==> src/rtl/mbox_pkg.sv <==
// Shared constants for the inter-core mailbox: register map, STATUS layout, side naming.
package mbox_pkg;

    // Register offsets within a 256-byte per-core window (addr[7:0]).
    localparam logic [7:0] MBOX_TXDATA = 8'h00;
    localparam logic [7:0] MBOX_RXDATA = 8'h04;
    localparam logic [7:0] MBOX_STATUS = 8'h08;
    localparam logic [7:0] MBOX_IRQ_EN = 8'h0C;
    localparam logic [7:0] MBOX_FLUSH  = 8'h10;

    // STATUS register field positions.
    localparam int unsigned STATUS_RX_EMPTY_BIT = 0;
    localparam int unsigned STATUS_TX_FULL_BIT  = 1;
    localparam int unsigned STATUS_RX_COUNT_LSB = 8;
    localparam int unsigned STATUS_TX_COUNT_LSB = 16;

    // Width of the occupancy counts reported in STATUS.
    localparam int unsigned COUNT_W = 8;

    // Which core's view a request is addressed to (addr[8]).
    typedef enum logic {
        SideCore0 = 1'b0,
        SideCore1 = 1'b1
    } side_e;

endpackage

==> src/rtl/mbox_fifo.sv <==
// One-way message FIFO with wrap-bit pointers, head-of-queue output and a flush.
module mbox_fifo
    import mbox_pkg::*;
#(
    parameter int unsigned Width = 32,
    parameter int unsigned Depth = 8
) (
    input  logic               clk_i,
    input  logic               rst_i,
    input  logic               push,
    input  logic [Width-1:0]   wdata,
    input  logic               pop,
    input  logic               flush,
    output logic [Width-1:0]   rdata,
    output logic               empty,
    output logic               full,
    output logic [COUNT_W-1:0] count
);

    localparam int unsigned IdxW = $clog2(Depth);
    localparam int unsigned PtrW = IdxW + 1;

    logic [PtrW-1:0]  wptr;
    logic [PtrW-1:0]  rptr;
    logic [PtrW-1:0]  used;
    logic [Width-1:0] mem [Depth];

    // Pointer update: push advances the write side, flush drops everything unread.
    always_ff @(posedge clk_i or posedge rst_i) begin
        if (rst_i) begin
            wptr <= '0;
            rptr <= '0;
        end else begin
            if (push) begin
                wptr <= wptr + PtrW'(1);
            end
            if (flush) begin
                rptr <= wptr;
            end else if (pop) begin
                rptr <= rptr + PtrW'(1);
            end
        end
    end

    // Message storage.
    // NOTE: the array has no reset; the pointers alone decide which entries are valid.
    always_ff @(posedge clk_i) begin
        if (push) begin
            mem[wptr[IdxW-1:0]] <= wdata;
        end
    end

    assign used  = wptr - rptr;
    assign rdata = mem[rptr[IdxW-1:0]];
    assign empty = (wptr == rptr);
    assign full  = (wptr[PtrW-1] != rptr[PtrW-1]) && (wptr[IdxW-1:0] == rptr[IdxW-1:0]);
    assign count = COUNT_W'(used);

endmodule

==> src/rtl/ibex_mailbox.sv <==
// Dual-core mailbox device: two one-way FIFOs behind per-core register windows.
module ibex_mailbox
    import mbox_pkg::*;
#(
    parameter int unsigned DataWidth    = 32,
    parameter int unsigned AddressWidth = 32,
    parameter int unsigned Depth        = 8
) (
    input  logic                    clk_i,
    input  logic                    rst_i,
    input  logic                    mbox_req_i,
    input  logic                    mbox_we_i,
    input  logic [3:0]              mbox_be_i,
    input  logic [AddressWidth-1:0] mbox_addr_i,
    input  logic [DataWidth-1:0]    mbox_wdata_i,
    output logic                    mbox_rvalid_o,
    output logic [DataWidth-1:0]    mbox_rdata_o,
    output logic                    mbox_err_o,
    output logic [1:0]              mbox_irq_o
);

    // Fifo g carries messages sent by core g to the other core.
    logic [1:0]           push;
    logic [1:0]           pop;
    logic [1:0]           flush;
    logic [1:0]           empty;
    logic [1:0]           full;
    logic [DataWidth-1:0] head  [2];
    logic [COUNT_W-1:0]   count [2];

    logic [1:0]           irq_en;
    logic                 irq_en_we;
    logic                 rsp_err;
    logic [DataWidth-1:0] rsp_rdata;

    side_e                side;
    logic                 tx_idx;
    logic                 rx_idx;
    logic [7:0]           offset;
    logic                 bad_align;
    logic                 unused_addr;

    assign side      = side_e'(mbox_addr_i[8]);
    assign tx_idx    = side;
    assign rx_idx    = ~tx_idx;
    assign offset    = mbox_addr_i[7:0];
    assign bad_align = mbox_addr_i[9] || (mbox_addr_i[1:0] != 2'b00);

    // Bits above the window select belong to the bus decoder, not this device.
    assign unused_addr = ^mbox_addr_i[AddressWidth-1:10];

    for (genvar g = 0; g < 2; g++) begin : g_fifo
        mbox_fifo #(
            .Width (DataWidth),
            .Depth (Depth)
        ) u_fifo (
            .clk_i (clk_i),
            .rst_i (rst_i),
            .push  (push[g]),
            .wdata (mbox_wdata_i),
            .pop   (pop[g]),
            .flush (flush[g]),
            .rdata (head[g]),
            .empty (empty[g]),
            .full  (full[g]),
            .count (count[g])
        );
    end

    // Request decode: FIFO strobes, IRQ_EN write strobe and the response payload.
    always_comb begin
        // NOTE: every output of this block gets a default first so no path infers a latch.
        push      = '0;
        pop       = '0;
        flush     = '0;
        irq_en_we = 1'b0;
        rsp_err   = 1'b0;
        rsp_rdata = '0;
        if (mbox_req_i) begin
            if (bad_align) begin
                rsp_err = 1'b1;
            end else begin
                unique case (offset)
                    MBOX_TXDATA: begin
                        if (!mbox_we_i || mbox_be_i != 4'hF || full[tx_idx]) rsp_err = 1'b1;
                        else                                                 push[tx_idx] = 1'b1;
                    end
                    MBOX_RXDATA: begin
                        if (mbox_we_i || empty[rx_idx]) begin
                            rsp_err = 1'b1;
                        end else begin
                            pop[rx_idx] = 1'b1;
                            rsp_rdata   = head[rx_idx];
                        end
                    end
                    MBOX_STATUS: begin
                        if (mbox_we_i) begin
                            rsp_err = 1'b1;
                        end else begin
                            rsp_rdata[STATUS_RX_EMPTY_BIT] = empty[rx_idx];
                            rsp_rdata[STATUS_TX_FULL_BIT]  = full[tx_idx];
                            rsp_rdata[STATUS_RX_COUNT_LSB +: COUNT_W] = count[rx_idx];
                            rsp_rdata[STATUS_TX_COUNT_LSB +: COUNT_W] = count[tx_idx];
                        end
                    end
                    MBOX_IRQ_EN: begin
                        if (mbox_we_i) irq_en_we    = 1'b1;
                        else           rsp_rdata[0] = irq_en[tx_idx];
                    end
                    MBOX_FLUSH: begin
                        if (!mbox_we_i) rsp_err       = 1'b1;
                        else            flush[rx_idx] = mbox_wdata_i[0];
                    end
                    default: rsp_err = 1'b1;
                endcase
            end
        end
    end

    // Per-core interrupt enable, written through that core's own window.
    always_ff @(posedge clk_i or posedge rst_i) begin
        if (rst_i) begin
            irq_en <= '0;
        end else if (irq_en_we) begin
            irq_en[tx_idx] <= mbox_wdata_i[0];
        end
    end

    // Single-cycle response pipeline plus the registered software interrupts.
    always_ff @(posedge clk_i or posedge rst_i) begin
        if (rst_i) begin
            mbox_rvalid_o <= 1'b0;
            mbox_rdata_o  <= '0;
            mbox_err_o    <= 1'b0;
            mbox_irq_o    <= '0;
        end else begin
            mbox_rvalid_o <= mbox_req_i;
            mbox_rdata_o  <= rsp_rdata;
            mbox_err_o    <= rsp_err;
            mbox_irq_o[0] <= irq_en[0] & ~empty[1];
            mbox_irq_o[1] <= irq_en[1] & ~empty[0];
        end
    end

endmodule

==> config.mk <==
export PLATFORM = sky130hd
export DESIGN_NAME = ibex_mailbox
export DESIGN_NICKNAME = d
export VERILOG_FILES = /design/src/rtl/mbox_pkg.sv /design/src/rtl/mbox_fifo.sv /design/src/rtl/ibex_mailbox.sv
export SDC_FILE = /design/constraint.sdc
export NUM_CORES = 1
export LEC_CHECK = 0
export BUFFER_PORTS_ARGS = -buffer_cell sky130_fd_sc_hd__buf_2
export CAP_MARGIN = 5
export CORE_ASPECT_RATIO = 0.8
export CORE_MARGIN = 4
export CORE_UTILIZATION = 65
export CTS_CLUSTER_SIZE = 40
export DETAILED_ROUTE_END_ITERATION = 10
export PLACE_DENSITY_LB_ADDON = 0.12
export SLEW_MARGIN = 0
export SYNTH_ARGS = -nofsm -noshare
export SYNTH_HDL_FRONTEND = slang
export SYNTH_SLANG_ARGS = --single-unit
==> constraint.sdc <==
create_clock -name clk_i -period 20 [get_ports clk_i]
set_input_delay 1 -clock clk_i [delete_from_list [all_inputs] [get_ports clk_i]]
set_output_delay 1 -clock clk_i [all_outputs]
set_load 0.03 [all_outputs]
==> impl_results.md <==
* TritonCTS clock tree: built
* Tmin final at 4.69 ns
* Count of final hold-check violations at 0
* CTS Buf Count at 52
* Core Footprint at 0.0329 mm^2
* Final WS setup at 15.31 ns
* CTS Hold Buffers Added at 0
* Cell chain of the critical path: inv_1 > ha_1 > and3_2 > and3_2 > nor4b_4 > nand3_1 > nor2_4 > buf_4
* Clock buffer depth at 3
* Status: complete, no violations
* Vias at 10600
* HPWL after DPL at 23900 um
* Total gr overflow at 0
* Share of layout cells above drive strength 1 at 0.305
* GR Util All Layers at 0.264
* H-tree levels at 2
* Global-route wire length before repair at 70000 um
* Post-Syn Area at 0.0220 mm^2
* Final Cycle Share at 0.235
* Worst VDD drop at 0.0920 mV
* Initial DRC count at 1336
* Worst Path Max Fanout at 68
* Initial Utilization at 0.668
* Clock Latency Late Sink at 0.58 ns
* Sink Count at 566
* Routed len/inst at 28.9 um
* Area of the multi-input gates at 0.00507 mm^2
* Slowest stage delay, CP at 1.16 ns
* Routed wire length at 46500 um
* Setup-failing EPs final at 0
* YS warnings at 0
* Port Buffer Count at 85
* Critical Path RT at 20.21 ns
* Leak at 8.75 nW
* # Post-CTS Setup Buffers at 0
* PwrDens at 93.0 mW/mm^2
* Async SR Flop Fraction at 0.0954
* Clock Pin Slew Worst Setup and Hold Paths at 0.06 ns
* Utilization after layout at 0.751
* Average size of a mapped cell at 21.6 um^2
* Largest net degree at the start of global routing at 69
* Setup CP Type: flip-flop to flip-flop
* Predominant post-synthesis flop cell: edfxtp_1
* Layout area overhead at 12.5%
* Die width at 214 um
* Vias per inst at 6.60
* #FFs+latches synth at 566
* CP most frequent cell: and3_2
* Max cap viols at 0
* F_max at 213 MHz
* Fillers at 1800
* Place WS at 15.30 ns
* Setup TNS after final layout at 0 ns
* Register Area at 0.0167 mm^2
* Die H at 172 um
* Post-synth EDFFs at 512
* Initial antenna violation count at 2
* Critical path arrival at 4.90 ns
* DRT Pass-1 Iters at 5
* DRT antenna net count at 0
* Share of the synthesized area in the top cell type at 0.699
* CP max stage cell: dfrtp_4
* CP endpoint kind: flip-flop
* Worst Max-Slew Pin Slew at 1.14 ns
* Die area at 0.0368 mm^2
* Tightest Hold Check Type: flip-flop to flip-flop
* Nets at 1221
* Vias in the first global route at 10900
* DRC viols at 0
* Post-Route Skew at 0.0126 ns
* Biggest area consumer among synthesized cells: edfxtp_1
* Ranking of synthesized cells by area: edfxtp_1 (70%), mux4_2 (13%), dfrtp_1 (6.1%)
* Register area share after synthesis at 0.761
* Routability cong. at 0.790
* Cells after synthesis at 1020
* Site Rows at 59
* IO Pins at 108
* CTS Root Cell: clkbuf_16
* Netlist cell types at 58
* Syn Nets at 1104
* Count of final max-slew check failures at 0
* Slew margin rel. at 0.241
* Post_cts resized at 0
* RSZ-0062 raised after global routing: false
* Nature of the critical path startpoint: flip-flop
## sequential cells by signal, indices dropped and copies added, names as in the netlist
name                count
mbox_err_o              1
g_fifo.u_fifo.rptr      8
g_fifo.u_fifo.mem     512
mbox_irq_o              2
g_fifo.u_fifo.wptr      8
mbox_rvalid_o           1
irq_en                  2
mbox_rdata_o           32
## cells in the final DEF, fill, tap and decap left out, types with 14 or more instances in the layout
| cell | synthesis | routed |
|---|---|---|
| edfxtp_1 | 512 | 512 |
| mux4_2 | 126 | 126 |
| buf_2 | 17 | 85 |
| mux2i_1 | 71 | 71 |
| clkbuf_16 | 0 | 53 |
| dfrtp_1 | 54 | 50 |
| buf_4 | 2 | 29 |
| o22ai_1 | 24 | 24 |
| clkbuf_1 | 19 | 15 |
| nand3_1 | 14 | 14 |
## critical path: cells and delay by family, from the launching register on
family                   cells  cell delay (ns)
flip-flops                   1             1.16
adder cells (fa/ha/maj)      1             0.38
AND/OR/NAND/NOR              5             1.96
buffers and inverters        2             0.78
## worst paths after layout
path	startpoint	endpoint	slack (ns)	cells after the start
setup / recovery	g_fifo[1].u_fifo.rptr[1]	g_fifo[0].u_fifo.mem[6][25]	15.31	8
min in group asynchronous	rst_i	mbox_rdata_o[1]	0.70	3
setup reg to reg	g_fifo[1].u_fifo.rptr[1]	g_fifo[0].u_fifo.mem[6][25]	15.31	8
hold / removal	irq_en[0]	mbox_irq_o[0]	0.52	1
hold reg to reg	irq_en[0]	mbox_irq_o[0]	0.52	1
max in group asynchronous	rst_i	g_fifo[1].u_fifo.rptr[0]	18.65	3
## layer usage
metal	up-vias	part of all wire	global-route usage
li1	4489	-	-
met2	522	0.47	0.402
met4	4	0.018	0.0598
met3	70	0.092	0.0522
met5	-	0.00069	0
met1	5525	0.42	0.413
## through the flow
stage / hold slack (ns) / cells / area [um^2] / total power, mW
2_1_floorplan: 0.465 / 1020 / 22000 / 1.32
3_3_place_gp: 0.489 / 1510 / 23000 / 1.34
3_5_place_dp: 0.505 / 1510 / 23000 / 1.34
4_1_cts: 0.519 / 1606 / 24700 / 2.31
5_1_grt: 0.541 / 1606 / 24700 / 2.37
6_report: 0.524 / 1607 / 24700 / 2.30
## logic make-up after synthesis
group | after synthesis | synth area share
adder cells (fa/ha/maj) | 12 | 0.00751
multiplexers | 206 | 0.166
buffers and inverters | 66 | 0.0126
XOR/XNOR | 13 | 0.00518
AND/OR/NAND/NOR | 94 | 0.0273
AO/OA/AOI/OAI | 63 | 0.0202
flip-flops | 566 | 0.761
## synthesized netlist by cell type (all sizes together), types with 13 or more instances
library cell,count
nand2,13
nor2,14
o22ai,24
nand3,16
mux4,126
buf,32
inv,15
clkbuf,19
dfrtp,54
edfxtp,512
mux2i,71
## final cells by class
class                           count  share of cell area
Timing Repair Buffer              114              0.0260
Tap cell                          427              0.0216
Clock buffer                       70              0.0570
Sequential cell                   566               0.677
Antenna cell                        1            0.000101
Clock inverter                     26              0.0109
Multi-Input combinational cell    388               0.205
Inverter                           15             0.00228
## power breakdown
group | total (mW) | internal (mW) | switching (mW)
sequential | 1.29 | 1.29 | 0.000845
combinational | 0.0294 | 0.00753 | 0.0219
clock | 0.981 | 0.570 | 0.410
total | 2.30 | 1.87 | 0.433
Power figures use the tool's default switching activity.
